$ cat config.mk
export PLATFORM = sky130hd
export DESIGN_NAME = hsv_core_issue_dispatch
export DESIGN_NICKNAME = d
export VERILOG_FILES = /design/src/rtl/hsv_core_pkg.sv /design/src/rtl/hsv_core_issue_scoreboard.sv /design/src/rtl/hsv_core_issue_dispatch.sv
export SDC_FILE = /design/constraint.sdc
export NUM_CORES = 1
export LEC_CHECK = 0
export CAP_MARGIN = 10
export CORE_AREA = 2 2 511 513
export DETAILED_ROUTE_END_ITERATION = 10
export DIE_AREA = 0 0 513 515
export PLACE_DENSITY_LB_ADDON = 0.1
export SETUP_SLACK_MARGIN = 0.05
export SYNTH_ARGS = -nofsm -noshare
export SYNTH_HDL_FRONTEND = slang
export SYNTH_SLANG_ARGS = --single-unit
export TNS_END_PERCENT = 50
$ cat constraint.sdc
create_clock -name clk_core -period 19.6 [get_ports clk_core]
set_input_delay 3.92 -clock clk_core [delete_from_list [all_inputs] [get_ports clk_core]]
set_output_delay 3.92 -clock clk_core [all_outputs]
set_load 0.01 [all_outputs]
$ cat src/rtl/hsv_core_pkg.sv
// rtl/hsv_core_pkg.sv - shared core widths, decode/dispatch payload types and helpers
package hsv_core_pkg;

  localparam int RegAmount    = 32;
  localparam int RegAddrWidth = $clog2(RegAmount);

  typedef logic [31:0]             word;
  typedef logic [RegAddrWidth-1:0] reg_addr_t;
  // x0 never has a mask bit, so the mask starts at 1
  typedef logic [RegAmount-1:1]    reg_mask;
  typedef logic [7:0]              insn_token;
  typedef reg_mask                 issue_busy_t;

  // One-hot execution unit select; alu is bit 0
  typedef struct packed {
    logic sys;
    logic ctrl;
    logic branch;
    logic mem;
    logic alu;
  } exec_select_t;

  // Fields the decoder fills in for every instruction
  typedef struct packed {
    word       pc;
    word       pc_increment;
    reg_addr_t rs1_addr;
    reg_addr_t rs2_addr;
    reg_addr_t rd_addr;
    word       immediate;
  } common_data_t;

  // Unit-specific decode fields, passed through untouched
  typedef struct packed {
    logic [3:0] alu;
    logic [3:0] mem;
    logic [3:0] branch;
    logic [2:0] ctrl;
    logic [1:0] sys;
  } exec_op_data_t;

  // Common payload seen by every execution unit
  typedef struct packed {
    insn_token token;
    word       pc;
    word       pc_increment;
    reg_addr_t rs1_addr;
    reg_addr_t rs2_addr;
    reg_addr_t rd_addr;
    reg_mask   rd_mask;
    word       immediate;
    word       rs1;
    word       rs2;
  } exec_mem_common_t;

  typedef struct packed {
    exec_mem_common_t common;
    logic [3:0]       op;
  } alu_data_t;

  typedef struct packed {
    exec_mem_common_t common;
    logic [3:0]       op;
  } mem_data_t;

  typedef struct packed {
    exec_mem_common_t common;
    logic [3:0]       op;
  } branch_data_t;

  typedef struct packed {
    exec_mem_common_t common;
    logic [2:0]       op;
  } ctrl_data_t;

  typedef struct packed {
    exec_mem_common_t common;
    logic [1:0]       op;
  } sys_data_t;

  typedef struct packed {
    sys_data_t    sys;
    ctrl_data_t   ctrl;
    branch_data_t branch;
    mem_data_t    mem;
    alu_data_t    alu;
  } exec_mem_data_t;

  typedef struct packed {
    common_data_t  common;
    exec_op_data_t exec_mem_data;
    exec_select_t  exec_select;
  } issue_data_t;

  // One-hot mask for a register address; x0 maps to an all-zero mask
  function automatic reg_mask rd_onehot(input reg_addr_t addr);
    reg_mask m;
    m = '0;
    for (int i = 1; i < RegAmount; i++) begin
      if (addr == reg_addr_t'(i)) m[i] = 1'b1;
    end
    return m;
  endfunction

endpackage

$ cat src/rtl/hsv_core_issue_scoreboard.sv
// rtl/hsv_core_issue_scoreboard.sv - busy-register mask with set/clear/flush and hazard lookup
module hsv_core_issue_scoreboard
  import hsv_core_pkg::*;
(
  input  logic      clk_core,
  input  logic      rst_core_n,
  input  logic      flush,
  input  logic      set_valid,
  input  reg_addr_t set_addr,
  input  logic      clr_valid,
  input  reg_addr_t clr_addr,
  input  reg_addr_t rs1_addr,
  input  reg_addr_t rs2_addr,
  input  reg_addr_t rd_addr,
  output logic      hazard
);

  issue_busy_t busy_q;
  issue_busy_t set_mask;
  issue_busy_t clr_mask;

  // Masks for this cycle's set and clear; x0 yields an empty mask
  always_comb begin
    set_mask = set_valid ? rd_onehot(set_addr) : '0;
    clr_mask = clr_valid ? rd_onehot(clr_addr) : '0;
  end

  // Hazard looks only at the registered mask, so a clear lands one cycle later
  always_comb begin
    hazard = |((rd_onehot(rs1_addr) | rd_onehot(rs2_addr) | rd_onehot(rd_addr)) & busy_q);
  end

  // Busy mask update: flush wipes everything, otherwise set overrides clear
  always_ff @(posedge clk_core) begin
    if (!rst_core_n) begin
      busy_q <= '0;
    end else if (flush) begin
      busy_q <= '0;
    end else begin
      busy_q <= (busy_q & ~clr_mask) | set_mask;
    end
  end

endmodule

$ cat src/rtl/hsv_core_issue_dispatch.sv
// rtl/hsv_core_issue_dispatch.sv - issue stage: hazard check, operand read, one-cycle dispatch register
module hsv_core_issue_dispatch
  import hsv_core_pkg::*;
(
  input  logic           clk_core,
  input  logic           rst_core_n,
  input  logic           flush_req,
  input  logic           in_valid,
  output logic           in_ready,
  input  issue_data_t    in_data,
  output reg_addr_t      rf_rs1_addr,
  output reg_addr_t      rf_rs2_addr,
  input  word            rf_rs1_data,
  input  word            rf_rs2_data,
  output exec_select_t   out_valid,
  input  exec_select_t   out_ready,
  output exec_mem_data_t out_data,
  input  logic           wb_valid,
  input  reg_addr_t      wb_rd_addr
);

  insn_token        token_q;
  logic             hazard;
  logic             held;
  logic             accept;
  exec_mem_common_t common_d;
  exec_mem_data_t   out_data_d;

  hsv_core_issue_scoreboard u_scoreboard (
    .clk_core   (clk_core),
    .rst_core_n (rst_core_n),
    .flush      (flush_req),
    .set_valid  (accept),
    .set_addr   (in_data.common.rd_addr),
    .clr_valid  (wb_valid),
    .clr_addr   (wb_rd_addr),
    .rs1_addr   (in_data.common.rs1_addr),
    .rs2_addr   (in_data.common.rs2_addr),
    .rd_addr    (in_data.common.rd_addr),
    .hazard     (hazard)
  );

  // Register file is read straight from the decoded operands
  always_comb begin
    rf_rs1_addr = in_data.common.rs1_addr;
    rf_rs2_addr = in_data.common.rs2_addr;
  end

  // Handshake: output held when its selected unit is not ready; reset blocks acceptance
  always_comb begin
    held     = (|out_valid) && !(|(out_valid & out_ready));
    in_ready = rst_core_n && !flush_req && !held && !hazard;
    accept   = in_valid && in_ready;
  end

  // Build the shared common payload and copy it into every unit's slot
  always_comb begin
    common_d              = '0;
    common_d.token        = token_q;
    common_d.pc           = in_data.common.pc;
    common_d.pc_increment = in_data.common.pc_increment;
    common_d.rs1_addr     = in_data.common.rs1_addr;
    common_d.rs2_addr     = in_data.common.rs2_addr;
    common_d.rd_addr      = in_data.common.rd_addr;
    common_d.rd_mask      = rd_onehot(in_data.common.rd_addr);
    common_d.immediate    = in_data.common.immediate;
    common_d.rs1          = rf_rs1_data;
    common_d.rs2          = rf_rs2_data;

    out_data_d               = '0;
    out_data_d.alu.common    = common_d;
    out_data_d.alu.op        = in_data.exec_mem_data.alu;
    out_data_d.mem.common    = common_d;
    out_data_d.mem.op        = in_data.exec_mem_data.mem;
    out_data_d.branch.common = common_d;
    out_data_d.branch.op     = in_data.exec_mem_data.branch;
    out_data_d.ctrl.common   = common_d;
    out_data_d.ctrl.op       = in_data.exec_mem_data.ctrl;
    out_data_d.sys.common    = common_d;
    out_data_d.sys.op        = in_data.exec_mem_data.sys;
  end

  // Valid and token: flush drops everything, accept loads, a consumed/empty slot drains
  always_ff @(posedge clk_core) begin
    if (!rst_core_n) begin
      out_valid <= '0;
      token_q   <= '0;
    end else if (flush_req) begin
      out_valid <= '0;
      token_q   <= '0;
    end else if (accept) begin
      out_valid <= in_data.exec_select;
      token_q   <= token_q + 8'd1;
    end else if (!held) begin
      out_valid <= '0;
    end
  end

  // Payload only moves on acceptance, so it stays stable while held
  always_ff @(posedge clk_core) begin
    if (accept) begin
      out_data <= out_data_d;
    end
  end

endmodule

Word-level counts from Yosys, hierarchy flattened
Cells that the tools add are included.
- $add $sub $neg: 1
- equal/unequal tests: 125
- multiplexer cells: 128
- bitwise gates (word level): 8
- reduce and logical (&&, ||, !) cells: 13
- operators by type and width (kind ; count):
    $eq A5 B5 Y1 const B ; 64
    $eq A5 B4 Y1 const B ; 32
    $mux W1 ; 124
    $or A31 B31 Y31 ; 3
    $eq A5 B3 Y1 const B ; 16
    $and A31 B31 Y31 ; 2
    $mux W31 ; 2
    $eq A5 B2 Y1 const B ; 8
    $not A31 Y31 ; 1
    $reduce_or A31 Y1 ; 1
    $eq A5 B1 Y1 const B ; 4
    $mux W5 ; 2
    $reduce_or A5 Y1 ; 2
    $add A8 B1 Y8 const B ; 1
    $and A5 B5 Y5 ; 1
    $logic_and A1 B1 Y1 ; 5
    $logic_not A1 Y1 ; 4
    $ne A2 B1 Y1 const B ; 1
    $reduce_or A2 Y1 ; 1
    $not A1 Y1 ; 1
- register bits after elaboration: 275
- input bits: 212
- output and inout bits: 1103
- logic and storage cells: 297

Depth between registers and ports, before layout
Gate-level depths: netlist of the first run.
- depth after elaboration: 11
- mapped depth: 10
- mapped depth without buffers: 7

Hierarchy
A second synthesis of the first run with hierarchy kept.
- cells, all modules: 1562
- area total of the unflattened synthesis: 16713.5 um2
- by module, submodules not included (module ; times used ; cells an instance ; area each (um2)):
    hsv_core_issue_dispatch ; 1 ; 1209 ; 14256.2
    hsv_core_issue_scoreboard ; 1 ; 353 ; 2457.4

Least setup slack after synthesis of the first run
Ideal clock, no wire load.
- kind: input-to-reg
- start: input port in_data[54] (netlist name)
- end: register out_data[0] (netlist name) (enable)
- library setup time: 0.826 ns
- arrival time: 15.035 ns
- path slack: 3.739 ns
- cell stages on the path: 9
- buffers on the path: 3
- cells stage by stage: buf_4 > or2_2 > buf_6 > nor2_4 > a2111o_1 > or4_4 > nand4bb_1 > buf_2 > nor2_1
- RTL lines (what ; RTL line ; source):
    start: declaration ; hsv_core_issue_dispatch.sv:10 ; input issue_data_t in_data,
    end signal: assignment ; hsv_core_issue_dispatch.sv:102 ; out_data <= out_data_d;
    end: declaration ; hsv_core_issue_dispatch.sv:17 ; output exec_mem_data_t out_data,

Worst setup path after layout of the first run
- start: input port in_data[63] (netlist name)
- end: output port in_ready
- word-level cells in the longest chain between the ends: 8
- ends and longest elaborated chain (what ; RTL line ; source):
    $eq A5 B1 Y1, or another cell as far along ; hsv_core_pkg.sv:100 ; if (addr == reg_addr_t'(i)) m[i] = 1'b1;
    $mux W1 ; hsv_core_pkg.sv:100 ;
    $or A31 B31 Y31 (*) (2 in a row) ; hsv_core_issue_scoreboard.sv:30 ; hazard = |((rd_onehot(rs1_addr) | rd_onehot(rs2_addr) | rd_onehot(rd_addr)) & busy_q);
    $and A31 B31 Y31 (*) ; hsv_core_issue_scoreboard.sv:30 ;
    $reduce_or A31 Y1 (*) ; hsv_core_issue_scoreboard.sv:30 ;
    $logic_not A1 Y1 (*) ; hsv_core_issue_dispatch.sv:52 ; in_ready = rst_core_n && !flush_req && !held && !hazard;
    $logic_and A1 B1 Y1 (*) ; hsv_core_issue_dispatch.sv:52 ;
    end: declaration ; hsv_core_issue_dispatch.sv:9 ; output logic in_ready,
Every way passes the cells marked *; elsewhere a longest branch is shown, timed or not.

==> results.rst, run 1 <==
.. list-table::
   :header-rows: 1

   * - Metric
     - Value
   * - Status
     - finished clean
   * - Worst vdd ir
     - 0.0000518 V
   * - Post-synthesis register bit count
     - 275
   * - Critical Path Source Type
     - input pin
   * - P&R area growth vs syn
     - 73.5%
   * - Total non-filler cell area in the finished layout
     - 29000 µm²
   * - Post-cts hold buffer count
     - 0
   * - Pin count of the biggest net entering global routing
     - 62
   * - Areal power density over the cells
     - 59.9 nW/µm²
   * - Unrepaired setup endpoints after global routing
     - no
   * - Remaining design rule violation count
     - 0
   * - Clock Skews
     - 0.0370 ns
   * - Switch share
     - 0.281
   * - Latest clock arrival within the worst-skew pair
     - 0.65 ns
   * - Buffers plus inverters on the worst setup path
     - 2
   * - Core utilization of the finished layout
     - 0.112
   * - Number of standard-cell rows in the floorplan
     - 187
   * - Fin. max-slew vios
     - 0
   * - Crit path capture type
     - output port
   * - List of cells traversed by the critical path
     - clkdlybuf4s50_1 -> or4bb_1 -> a21oi_1 -> a2111oi_0 -> nand4_1 -> or3_1 -> nor2_1 -> clkdlybuf4s50_1
   * - Cell internal pwr
     - 1250 µW
   * - Max-capacitance violation count
     - 0
   * - Residual overflow from global routing
     - 0
   * - TNS Setup
     - 0 ns
   * - Via count of the first global-routing pass
     - 12300
   * - CTS Buf Count
     - 45
   * - Post-synth ARST share
     - 0
   * - Placed instance count
     - 5380
   * - Vertical die dimension
     - 515 µm
   * - Total number of nets in the final design
     - 2238
   * - Cell area after synthesis
     - 16700 µm²
   * - Filler Cells Inserted
     - 29500
   * - Leading register cell type out of synthesis
     - sky130_fd_sc_hd__edfxtp_1
   * - Share of post-route cells with drive strength above 1
     - 0.0500
   * - Count of instances resized after the clock tree is built
     - 0
   * - Total length of routed wires
     - 123000 µm
   * - Effective utilization at floorplan
     - 0.0648
   * - Kind of cell with the highest combined delay on the critical path
     - buffers and inverters
   * - Clk sink count
     - 275
   * - Delay contributed by the slowest stage of the critical path
     - 1.08 ns
   * - Clock slew at reported path FFs
     - 0.05 ns
   * - Sequential share of power
     - 0.395
   * - Total number of vias
     - 12400
   * - Share of the clock period used by the worst path after layout
     - 0.591
   * - TritonCTS clock tree
     - built
   * - Hold WC Path Type
     - reg -> reg
   * - Final total power
     - 1740 µW
   * - Global-route wire length before repair
     - 149000 µm
   * - Net switching power figure
     - 489 µW
   * - Clock power share
     - 0.471
   * - Final min period
     - 11.59 ns
   * - DR WL/cell
     - 22.6 µm
   * - Per-instance average area after synthesis
     - 10.8 µm²
   * - Crit-path max FO
     - 16
   * - Leak Pwr
     - 0.00895 µW
   * - Pin slew with the least headroom to its limit
     - 0.953 ns
   * - Detailed placement HPWL
     - 104000 µm
   * - Signal arrival time at the worst endpoint
     - 7.67 ns
   * - Detailed router's first-iteration violation count
     - 500
   * - Sequential share of the synthesized area
     - 0.467
   * - CP max stage cell
     - sky130_fd_sc_hd__clkdlybuf4s50_1
   * - PortBufs
     - 1314
   * - Cell at the root of the clock tree
     - sky130_fd_sc_hd__clkbuf_16
   * - Synth Instances
     - 1551
   * - Die outline width
     - 513 µm
   * - Placer congestion estimate
     - 0.702
   * - Portion of total power attributed to combinational logic
     - 0.135
   * - Unique cell type count in the Yosys netlist
     - 64
   * - F_max
     - 0.0863 GHz
   * - Post-CTS Setup Inserts
     - 0
   * - Most common cell on crit path
     - sky130_fd_sc_hd__clkdlybuf4s50_1
   * - Post-detailed-route via-to-cell ratio
     - 2.27
   * - Initial antenna violation count
     - 34
   * - Top-Level Pins
     - 1315
   * - Synth Net Count
     - 1764
   * - Number of warnings issued by yosys
     - 0
   * - Count of flip-flops with a built-in enable after synthesis
     - 231
   * - Category of the most critical setup path
     - in -> out
   * - Required time reported for the critical path endpoint
     - 15.68 ns
   * - Final Hold Fails
     - 0
   * - Headroom to the max-slew limit
     - 0.362
   * - Endpoints failing setup
     - 0
   * - Total global-route track usage
     - 0.0879
   * - CORE AREA
     - 259000 µm²
   * - Buffer depth of the longest clock path
     - 3
   * - Number of routed nets with antenna violations
     - 0
   * - Die ar.
     - 264000 µm²
   * - Final Instance Count excl. Fillers
     - 5471
   * - Placement Cell Area
     - 27600 µm²
   * - CTS H-Tree Depth
     - 2
   * - Pre-Repair DR Iteration Count
     - 5
==> sequential cells by signal, indices dropped and copies added (netlist names) <==
register             flops
out_valid                5
token_q                  8
u_scoreboard.busy_q     31
out_data               231
==> worst reg2reg max path: cells and delay by family (launching register included) <==
kind / cells / cell delay, ns
AO/OA/AOI/OAI: 2 / 0.69
buffers and inverters: 3 / 2.04
AND/OR/NAND/NOR: 4 / 1.28
flip-flops: 1 / 0.41
==> cells by family (layout without fill, tap and decap cells) <==
| group | Yosys count | in the layout | share of synthesized area |
|---|---|---|---|
| AO/OA/AOI/OAI | 112 | 112 | 0.0397 |
| adder cells (fa/ha/maj) | 1 | 1 | 0.000747 |
| buffers and inverters | 915 | 1424 | 0.402 |
| flip-flops | 275 | 275 | 0.467 |
| multiplexers | 25 | 25 | 0.0152 |
| other | 0 | 9 | 0 |
| AND/OR/NAND/NOR | 223 | 223 | 0.0753 |
==> power by group through the flow <==
| stage | logic [µW] | registers, µW | clock network (µW) |
|---|---|---|---|
| CTS | 242 | 690 | 890 |
| global placement | 245 | 701 | 0 |
| detailed placement | 241 | 702 | 0 |
| finish | 235 | 686 | 819 |
| floorplan | 108 | 687 | 0 |
| global route | 249 | 690 | 899 |
==> cell usage in the layout, fill, tap and decap left out, types with 3 or more instances in the layout <==
| cell | count |
|---|---|
| sky130_fd_sc_hd__clkdlybuf4s50_1 | 1314 |
| sky130_fd_sc_hd__edfxtp_1 | 231 |
| sky130_fd_sc_hd__nand3_1 | 57 |
| sky130_fd_sc_hd__clkbuf_16 | 47 |
| sky130_fd_sc_hd__dfxtp_1 | 44 |
| sky130_fd_sc_hd__a21oi_1 | 43 |
| sky130_fd_sc_hd__nor2_1 | 40 |
| sky130_fd_sc_hd__o21ai_0 | 36 |
| sky130_fd_sc_hd__nand2_1 | 26 |
| sky130_fd_sc_hd__mux2i_1 | 21 |
| sky130_fd_sc_hd__buf_4 | 18 |
| sky130_fd_sc_hd__nand3b_1 | 16 |
| sky130_fd_sc_hd__nand2b_1 | 12 |
| sky130_fd_sc_hd__nor3_1 | 11 |
| sky130_fd_sc_hd__clkinv_2 | 11 |
| sky130_fd_sc_hd__inv_1 | 10 |
| sky130_fd_sc_hd__clkbuf_1 | 10 |
| sky130_fd_sc_hd__diode_2 | 9 |
| sky130_fd_sc_hd__nand4_1 | 8 |
| sky130_fd_sc_hd__or3b_2 | 7 |
| sky130_fd_sc_hd__a2111oi_0 | 6 |
| sky130_fd_sc_hd__or3_1 | 5 |
| sky130_fd_sc_hd__or3b_1 | 4 |
| sky130_fd_sc_hd__a211oi_1 | 4 |
| sky130_fd_sc_hd__nor2b_1 | 4 |
| sky130_fd_sc_hd__clkinv_1 | 4 |
| sky130_fd_sc_hd__o22ai_1 | 3 |
| sky130_fd_sc_hd__nand4b_1 | 3 |
| sky130_fd_sc_hd__nor3b_1 | 3 |
| sky130_fd_sc_hd__nor4_1 | 3 |
| sky130_fd_sc_hd__mux2_2 | 3 |
| sky130_fd_sc_hd__nor4b_1 | 3 |
| sky130_fd_sc_hd__clkinvlp_4 | 3 |
==> through the flow <==
step	setup WS [ns]	hold slack (ns)
6_report	8.01	0.512
5_1_grt	7.81	0.536
4_1_cts	7.94	0.515
3_5_place_dp	7.96	0.505
3_3_place_gp	7.99	0.499
2_1_floorplan	3.74	0.421
==> path summary, 6_finish.rpt <==
check	start	endpoint	slack (ns)	depth (start not counted)
max reg2reg	u_scoreboard.busy_q[13]	out_data[71]	14.70	9
min reg2reg	out_valid[0]	out_valid[0]	0.51	2
max	in_data[63]	in_ready	8.01	8
min	out_valid[0]	out_valid[0]	0.51	2
==> synthesized netlist by cell type, types with 3 or more instances <==
library cell,n,area [µm²]
sky130_fd_sc_hd__nor3_1,12,60.1
sky130_fd_sc_hd__nor3b_1,3,22.5
sky130_fd_sc_hd__or3_1,5,31.3
sky130_fd_sc_hd__or3b_1,4,35.0
sky130_fd_sc_hd__a21oi_1,43,215
sky130_fd_sc_hd__buf_2,15,75.1
sky130_fd_sc_hd__a211oi_1,4,30.0
sky130_fd_sc_hd__mux2i_1,21,210
sky130_fd_sc_hd__nor2_1,41,154
sky130_fd_sc_hd__nand4_1,8,50.1
sky130_fd_sc_hd__nand2b_1,12,75.1
sky130_fd_sc_hd__o21ai_0,36,180
sky130_fd_sc_hd__nor2b_1,4,25.0
sky130_fd_sc_hd__or3b_2,7,61.3
sky130_fd_sc_hd__mux2_2,3,33.8
sky130_fd_sc_hd__nand3b_1,16,120
sky130_fd_sc_hd__edfxtp_1,231,6940
sky130_fd_sc_hd__buf_4,871,6540
sky130_fd_sc_hd__inv_1,10,37.5
sky130_fd_sc_hd__nor4_1,3,18.8
sky130_fd_sc_hd__dfxtp_1,44,881
sky130_fd_sc_hd__o22ai_1,3,18.8
sky130_fd_sc_hd__clkbuf_1,16,60.1
sky130_fd_sc_hd__nand4b_1,3,26.3
sky130_fd_sc_hd__nand2_1,26,97.6
sky130_fd_sc_hd__a2111oi_0,6,52.6
sky130_fd_sc_hd__nor4b_1,3,26.3
sky130_fd_sc_hd__nand3_1,57,285
==> area by class of cell <==
| class | count | area (µm²) | area share |
|---|---|---|---|
| Timing Repair Buffer | 1332 | 13300 | 0.458 |
| Sequential cell | 275 | 7820 | 0.269 |
| Tap cell | 3402 | 4260 | 0.147 |
| Multi-Input combinational cell | 361 | 2200 | 0.0759 |
| Clock buffer | 58 | 1230 | 0.0423 |
| Clock inverter | 24 | 188 | 0.00646 |
| Inverter | 10 | 37.5 | 0.00129 |
| Antenna cell | 9 | 22.5 | 0.000775 |
==> metal layers <==
layer	track usage	up-vias	share of wire
met1	0.0970	6104	0.38
li1	-	5354	-
met4	0.0240	6	0.024
met5	0	-	0.00031
met3	0.0266	109	0.073
met2	0.161	819	0.52
(Power assumes the default switching activity.)
==> inputs of run 2 (changes only) <==
- CORE_AREA: 2 2 511 513 -> 2 2 505 507
- DIE_AREA: 0 0 513 515 -> 0 0 507 509
- clock period: 19.6 -> 9.36 ns (I/O delays scaled with it)
==> run 2 against run 1 <==
Register-to-register slack worse by 9.1 ns. Critical path depth up 1. Routed wire length fell by 2.5%. Largest power group unchanged.
==> results.rst, run 2 (synthesis gave the netlist of run 1 again) <==
.. list-table::
   :header-rows: 1

   * - Metric
     - Value
   * - Status
     - finished clean
   * - Register-to-register path setup slack
     - 5.55 ns (-9.15 ns)
   * - Areal power density over the cells
     - 127 nW/µm² (+110%)
   * - Clock power share
     - 0.481 (+0.010)
   * - Buffers plus inverters on the worst setup path
     - 2 (unchanged)
   * - Placer congestion estimate
     - 0.701 (about the same)
   * - DR WL/cell
     - 22.2 µm (-1.8%)
   * - Crit-path max FO
     - 16 (unchanged)
   * - Remaining design rule violation count
     - 0 (unchanged)
   * - CTS H-Tree Depth
     - 2 (unchanged)
   * - Source of the worst register-to-register timing path
     - u_scoreboard.busy_q[6]
   * - Required time reported for the critical path endpoint
     - 7.49 ns (-8.19 ns)
   * - Kind of cell with the highest combined delay on the critical path
     - buffers and inverters
   * - Initial antenna violation count
     - 28 (-18%)
   * - Worst Setup SP
     - in_data[58]
   * - Critical Path Source Type
     - input pin
   * - F_max
     - 0.136 GHz
   * - Die ar.
     - 258000 µm² (-2.3%)
   * - Delay contributed by the slowest stage of the critical path
     - 0.99 ns (-0.09 ns)
   * - Switch share
     - 0.274 (-0.00682)
   * - Portion of total power attributed to combinational logic
     - 0.131 (-0.004)
   * - Top flop regs
     - out_data x231, u_scoreboard.busy_q x31, token_q x8
   * - Effective utilization at floorplan
     - 0.0662 (+0.00148)
   * - Signal arrival time at the worst endpoint
     - 5.49 ns (-2.18 ns)
   * - Count of instances resized after the clock tree is built
     - 0 (unchanged)
   * - Clk sink count
     - 275 (unchanged)
   * - Largest register FFs
     - 231 (unchanged)
   * - Die outline width
     - 507 µm (-1.2%)
   * - Vertical die dimension
     - 509 µm (-1.2%)
   * - CP max stage cell
     - sky130_fd_sc_hd__clkdlybuf4s50_1
   * - Net switching power figure
     - 1010 µW (+110%)
   * - Buffer depth of the longest clock path
     - 3 (unchanged)
   * - List of cells traversed by the critical path
     - clkdlybuf4s50_1 -> nand2b_1 -> nor3_1 -> a2111oi_0 -> o2111ai_1 -> nor2_1 -> nand3_1 -> nor2_1 -> clkdlybuf4s50_1
   * - P&R area growth vs syn
     - 73.6% (about the same)
   * - Global-route wire length before repair
     - 146000 µm (-2.2%)
   * - Sequential share of power
     - 0.388 (-0.007)
   * - Crit path capture type
     - output port
   * - Worst hold margin
     - 0.468 ns (-0.0440 ns)
   * - Most frequent cells in the layout
     - 1314 x sky130_fd_sc_hd__clkdlybuf4s50_1, 231 x sky130_fd_sc_hd__edfxtp_1, 57 x sky130_fd_sc_hd__nand3_1
   * - CTS Buf Count
     - 48 (+6.7%)
   * - Post-CTS Setup Inserts
     - 0 (unchanged)
   * - Final min period
     - 7.36 ns
   * - Register containing the most flip-flops in the final layout
     - out_data
   * - Final Hold Fails
     - 0 (unchanged)
   * - Total number of vias
     - 12400 (+0.18%)
   * - Hold WC Path Type
     - reg -> reg
   * - Share of the clock period used by the worst path after layout
     - 0.786
   * - Pin count of the biggest net entering global routing
     - 88 (+42%)
   * - Number of routed nets with antenna violations
     - 0 (unchanged)
   * - CORE AREA
     - 253000 µm² (-2.2%)
   * - Headroom to the max-slew limit
     - 0.366 (+0.00336)
   * - Hold Path Origin
     - token_q[7]
   * - Max-capacitance violation count
     - 0 (unchanged)
   * - Commonest non-fill, non-tap cell in the layout
     - sky130_fd_sc_hd__clkdlybuf4s50_1
   * - Detailed placement HPWL
     - 102000 µm (-1.9%)
   * - Cell internal pwr
     - 2690 µW (+110%)
   * - Total number of nets in the final design
     - 2233 (-0.22%)
   * - Clock Skews
     - 0.0267 ns (-0.0103 ns)
   * - Cell at the root of the clock tree
     - sky130_fd_sc_hd__clkbuf_16
   * - Endpoint with the worst hold slack
     - out_data[217]
   * - PortBufs
     - 1314 (unchanged)
   * - TritonCTS clock tree
     - built
   * - Detailed router's first-iteration violation count
     - 719 (+44%)
   * - Residual overflow from global routing
     - 0 (unchanged)
   * - Top-Level Pins
     - 1315 (unchanged)
   * - Pin slew with the least headroom to its limit
     - 0.948 ns (-0.00502 ns)
   * - Post-cts hold buffer count
     - 0 (unchanged)
   * - Core utilization of the finished layout
     - 0.115 (+0.00262)
   * - Worst r2r path cells
     - 8 (-1)
   * - Endpoints failing setup
     - 0 (unchanged)
   * - Count of cells along the worst hold path
     - 0 (-2)
   * - Endpoint of the lowest-slack register-to-register path
     - out_data[12]
   * - Pre-Repair DR Iteration Count
     - 4 (-1)
   * - Share of post-route cells with drive strength above 1
     - 0.0496 (-0.000437)
   * - Total global-route track usage
     - 0.0876 (-0.000220)
   * - Category of the most critical setup path
     - in -> out
   * - Filler Cells Inserted
     - 28800 (-2.2%)
   * - Fin. max-slew vios
     - 0 (unchanged)
   * - Number of standard-cell rows in the floorplan
     - 185 (-1.1%)
   * - Clock slew at reported path FFs
     - 0.05 ns (about the same)
   * - Via count of the first global-routing pass
     - 12400 (+0.28%)
   * - Post-detailed-route via-to-cell ratio
     - 2.29 (+0.90%)
   * - Worst vdd ir
     - 0.000112 V (+120%)
   * - Unrepaired setup endpoints after global routing
     - no
   * - Total length of routed wires
     - 120000 µm (-2.5%)
   * - TNS Setup
     - 0 ns (unchanged)
   * - Leak Pwr
     - 0.00898 µW (+0.30%)
   * - Latest clock arrival within the worst-skew pair
     - 0.64 ns (about the same)
==> run 2: worst reg2reg max path, stage by stage (launching register included) <==
cell,delay (ns)
sky130_fd_sc_hd__dfxtp_1,0.43
sky130_fd_sc_hd__mux2i_1,0.18
sky130_fd_sc_hd__nor3_1,0.12
sky130_fd_sc_hd__a2111oi_0,0.63
sky130_fd_sc_hd__o2111ai_1,0.29
sky130_fd_sc_hd__nand4bb_1,0.52
sky130_fd_sc_hd__nor2_4,0.31
sky130_fd_sc_hd__buf_4,0.35
sky130_fd_sc_hd__buf_4,0.54
==> run 2: worst max-delay path by stage <==
stage / slack [ns] / cells after the start / to
final: 2.00 / 9 / in_ready
after detailed placement: 1.92 / 8 / in_ready
after global placement: 1.97 / 9 / in_ready
after floorplan: 2.10 / 9 / out_data[0]
after CTS: 1.89 / 8 / in_ready
after global routing: 1.68 / 8 / in_ready
==> run 2: metal layers <==
metal | vias to the layer above | track usage | part of all wire | routed length (µm)
li1 | 5350 | - | - | -
met1 | 6097 | 0.100 | 0.39 | 47100
met2 | 870 | 0.155 | 0.50 | 60300
met3 | 89 | 0.0335 | 0.089 | 10700
met4 | 8 | 0.0160 | 0.018 | 2150
met5 | - | 0 | 0.00043 | 52
==> run 2: area by class of cell <==
| class | count | area [µm²] | area share |
|---|---|---|---|
| timing repair buffer | 1324 | 13300 | 0.456 |
| sequential | 275 | 7820 | 0.269 |
| tap | 3366 | 4210 | 0.145 |
| multi-input combinational | 361 | 2210 | 0.0760 |
| clock buffer | 59 | 1270 | 0.0438 |
| clock inverter | 29 | 235 | 0.00810 |
| inverter | 10 | 37.5 | 0.00129 |
| antenna | 8 | 20.0 | 0.000689 |
==> run 2: per-stage QoR <==
stage	worst slack [ns]	power [µW]	cell area, µm²	std cells
floorplan	2.10	1660	16700	1551
global placement	1.97	1970	27500	5336
detailed placement	1.92	1960	27500	5336
CTS	1.89	3860	29000	5424
global route	1.68	3900	29000	5424
finish	2.00	3700	29100	5432
==> run 2: power by group through the flow <==
stage	Sequential [µW]	Combinational, µW	Clock, µW
2_1_floorplan	1430	227	0
3_3_place_gp	1460	505	0
3_5_place_dp	1470	496	0
4_1_cts	1440	498	1920
5_1_grt	1440	514	1940
6_report	1430	485	1780
==> inputs of run 3 (changes only) <==
- CORE_AREA: 2 2 505 507 -> 2 2 511 513
- DIE_AREA: 0 0 507 509 -> 0 0 513 515
- clock period: 9.36 -> 7.64 ns (I/O delays scaled with it)
==> run 3 against run 2 <==
Die area increased by 2.4%. Non-clock buffer count increased by 9. Count of clock-buffer cells in the layout increased by 2. Critical endpoint unchanged.
==> results.rst, run 3 (synthesis gave the netlist of run 1 again) <==
.. list-table::
   :header-rows: 1

   * - Metric
     - Value
   * - Status
     - finished clean
   * - Cell at the root of the clock tree
     - sky130_fd_sc_hd__clkbuf_16
   * - Critical Path Source Type
     - input pin
   * - Buffer depth of the longest clock path
     - 3 (unchanged)
   * - Post-CTS Setup Inserts
     - 0 (unchanged)
   * - Most frequent cells in the layout
     - 1314 x sky130_fd_sc_hd__clkdlybuf4s50_1, 231 x sky130_fd_sc_hd__edfxtp_1, 57 x sky130_fd_sc_hd__nand3_1
   * - Areal power density over the cells
     - 155 nW/µm² (+22%)
   * - Crit path capture type
     - output port
   * - Endpoint of the lowest-slack register-to-register path
     - out_data[171]
   * - Initial antenna violation count
     - 16 (-43%)
   * - Clock Skews
     - 0.0289 ns (+0.00221 ns)
   * - Post-cts hold buffer count
     - 0 (unchanged)
   * - Register-to-register path setup slack
     - 4.15 ns (-1.40 ns)
   * - Die outline width
     - 513 µm (+1.2%)
   * - TNS Setup
     - 0 ns (unchanged)
   * - Count of instances resized after the clock tree is built
     - 0 (unchanged)
   * - Fraction of met3 tracks used by global routing
     - 0.0280 (-0.00545)
   * - Effective utilization at floorplan
     - 0.0648 (-0.00148)
   * - Final Instance Count excl. Fillers
     - 5471 (+0.72%)
   * - Share of post-route cells with drive strength above 1
     - 0.0461 (-0.00349)
   * - Placed instance count
     - 5381 (+0.84%)
   * - Top-Level Pins
     - 1315 (unchanged)
   * - Pin slew with the least headroom to its limit
     - 0.958 ns (+0.00908 ns)
   * - Remaining design rule violation count
     - 0 (unchanged)
   * - P&R area growth vs syn
     - 74.0%
   * - Count of cells along the worst hold path
     - 0 (unchanged)
   * - Placer congestion estimate
     - 0.716 (+2.1%)
   * - Crit-path max FO
     - 20 (+4)
   * - Clk sink count
     - 275 (unchanged)
   * - Pre-Repair DR Iteration Count
     - 5 (+1)
   * - Residual overflow from global routing
     - 0 (unchanged)
   * - Final Hold Fails
     - 0 (unchanged)
   * - Post-detailed-route via-to-cell ratio
     - 2.28 (about the same)
   * - Clock slew at reported path FFs
     - 0.05 ns (about the same)
   * - Largest register FFs
     - 231 (unchanged)
   * - Latest clock arrival within the worst-skew pair
     - 0.64 ns (about the same)
   * - Detailed router's first-iteration violation count
     - 599 (-17%)
   * - Category of the most critical setup path
     - in -> out
   * - Die ar.
     - 264000 µm² (+2.4%)
   * - Signal arrival time at the worst endpoint
     - 5.11 ns (-0.38 ns)
   * - Peak-usage layer in the global routing report
     - met2
   * - CTS H-Tree Depth
     - 2 (unchanged)
   * - TritonCTS clock tree
     - built
   * - Register containing the most flip-flops in the final layout
     - out_data
   * - Pin count of the biggest net entering global routing
     - 89 (+1.1%)
   * - Worst r2r path cells
     - 8 (unchanged)
   * - Headroom to the max-slew limit
     - 0.360 (-0.00607)
   * - Total global-route track usage
     - 0.0865 (-0.00112)
   * - Number of routed nets with antenna violations
     - 0 (unchanged)
   * - Max-capacitance violation count
     - 0 (unchanged)
   * - Global routing met2 resource utilization
     - 0.154 (-0.000905)
   * - Total number of vias
     - 12500 (+0.67%)
   * - Top flop regs
     - out_data x231, u_scoreboard.busy_q x31, token_q x8
   * - DR WL/cell
     - 22.2 µm (+0.21%)
   * - Via count of the first global-routing pass
     - 12500 (+0.82%)
   * - Total length of routed wires
     - 122000 µm (+0.93%)
   * - Share of the clock period used by the worst path after layout
     - 0.869
   * - PortBufs
     - 1314 (unchanged)
   * - Hold Path Origin
     - token_q[7]
   * - Vertical die dimension
     - 515 µm (+1.2%)
   * - Endpoints failing setup
     - 0 (unchanged)
   * - Source of the worst register-to-register timing path
     - u_scoreboard.busy_q[29]
   * - Fin. max-slew vios
     - 0 (unchanged)
   * - Worst vdd ir
     - 0.000149 V (+33%)
   * - Final min period
     - 6.64 ns
   * - Unrepaired setup endpoints after global routing
     - no
   * - Commonest non-fill, non-tap cell in the layout
     - sky130_fd_sc_hd__clkdlybuf4s50_1
   * - F_max
     - 0.151 GHz
   * - CORE AREA
     - 259000 µm² (+2.3%)
   * - Detailed placement HPWL
     - 102000 µm (+0.25%)
   * - Total number of nets in the final design
     - 2239 (+0.27%)
   * - Global-route wire length before repair
     - 149000 µm (+2.0%)
   * - Fraction of met1 tracks used by global routing
     - 0.0996 (-0.000543)
   * - CTS Buf Count
     - 45 (-6.3%)
   * - Endpoint with the worst hold slack
     - out_data[217]
   * - Required time reported for the critical path endpoint
     - 6.11 ns (-1.38 ns)
   * - Number of standard-cell rows in the floorplan
     - 187 (+1.1%)
   * - Leak Pwr
     - 0.00899 µW (about the same)
   * - Hold WC Path Type
     - reg -> reg
[run 3: metal layers]
metal,share of wire,vias to the layer above
met4,0.021,4
met2,0.51,862
met3,0.079,86
met1,0.39,6204
met5,0.00022,-
li1,-,5341
[run 3: final cells by class]
type | instances | area, µm²
diodes | 7 | 17.5
clock buffers | 61 | 1240
clock inverters | 22 | 228
fillers | 29400 | 229000
inverters | 10 | 37.5
multi-input cells | 361 | 2200
flip-flops and latches | 275 | 7820
well taps | 3402 | 4260
repair buffers | 1333 | 13300
[run 3: worst max-delay path, stage by stage]
cell                              delay (ns)
sky130_fd_sc_hd__clkdlybuf4s50_1        1.07
sky130_fd_sc_hd__or3b_1                 0.26
sky130_fd_sc_hd__o22ai_1                0.11
sky130_fd_sc_hd__nor4_1                 0.53
sky130_fd_sc_hd__nand4_1                0.22
sky130_fd_sc_hd__or3_1                  0.57
sky130_fd_sc_hd__nor2_1                 0.20
sky130_fd_sc_hd__clkdlybuf4s50_1        0.60
[run 3: power by group]
group	total, µW	internal, µW	leakage [µW]	switching (µW)
Sequential	1760	1670	0.00253	88.6
Combinational	600	342	0.00574	258
Clock	2160	1300	0.000710	863
Total	4520	3310	0.00899	1210
[run 3: how the worst max path moves through the flow]
stage / start / to / slack (ns) / cells past startpoint
floorplan: in_data[59] / out_data[0] / 0.73 / 9
global placement: in_data[61] / in_ready / 0.95 / 8
detailed placement: in_data[58] / in_ready / 1.05 / 8
CTS: in_data[58] / in_ready / 1.04 / 8
global route: in_data[58] / in_ready / 0.82 / 8
finish: in_data[61] / in_ready / 1.00 / 8
[run 3: stage by stage]
step	utilization	total power [µW]	hold WS (ns)	setup slack, ns	cell area (µm²)
finish	0.113	4520	0.485	1.00	29100
global route	0.113	4750	0.506	0.819	29100
CTS	0.113	4710	0.482	1.04	29100
detailed placement	0.107	2410	0.457	1.05	27700
global placement	0.107	2420	0.459	0.949	27600
floorplan	-	2030	0.421	0.727	16700
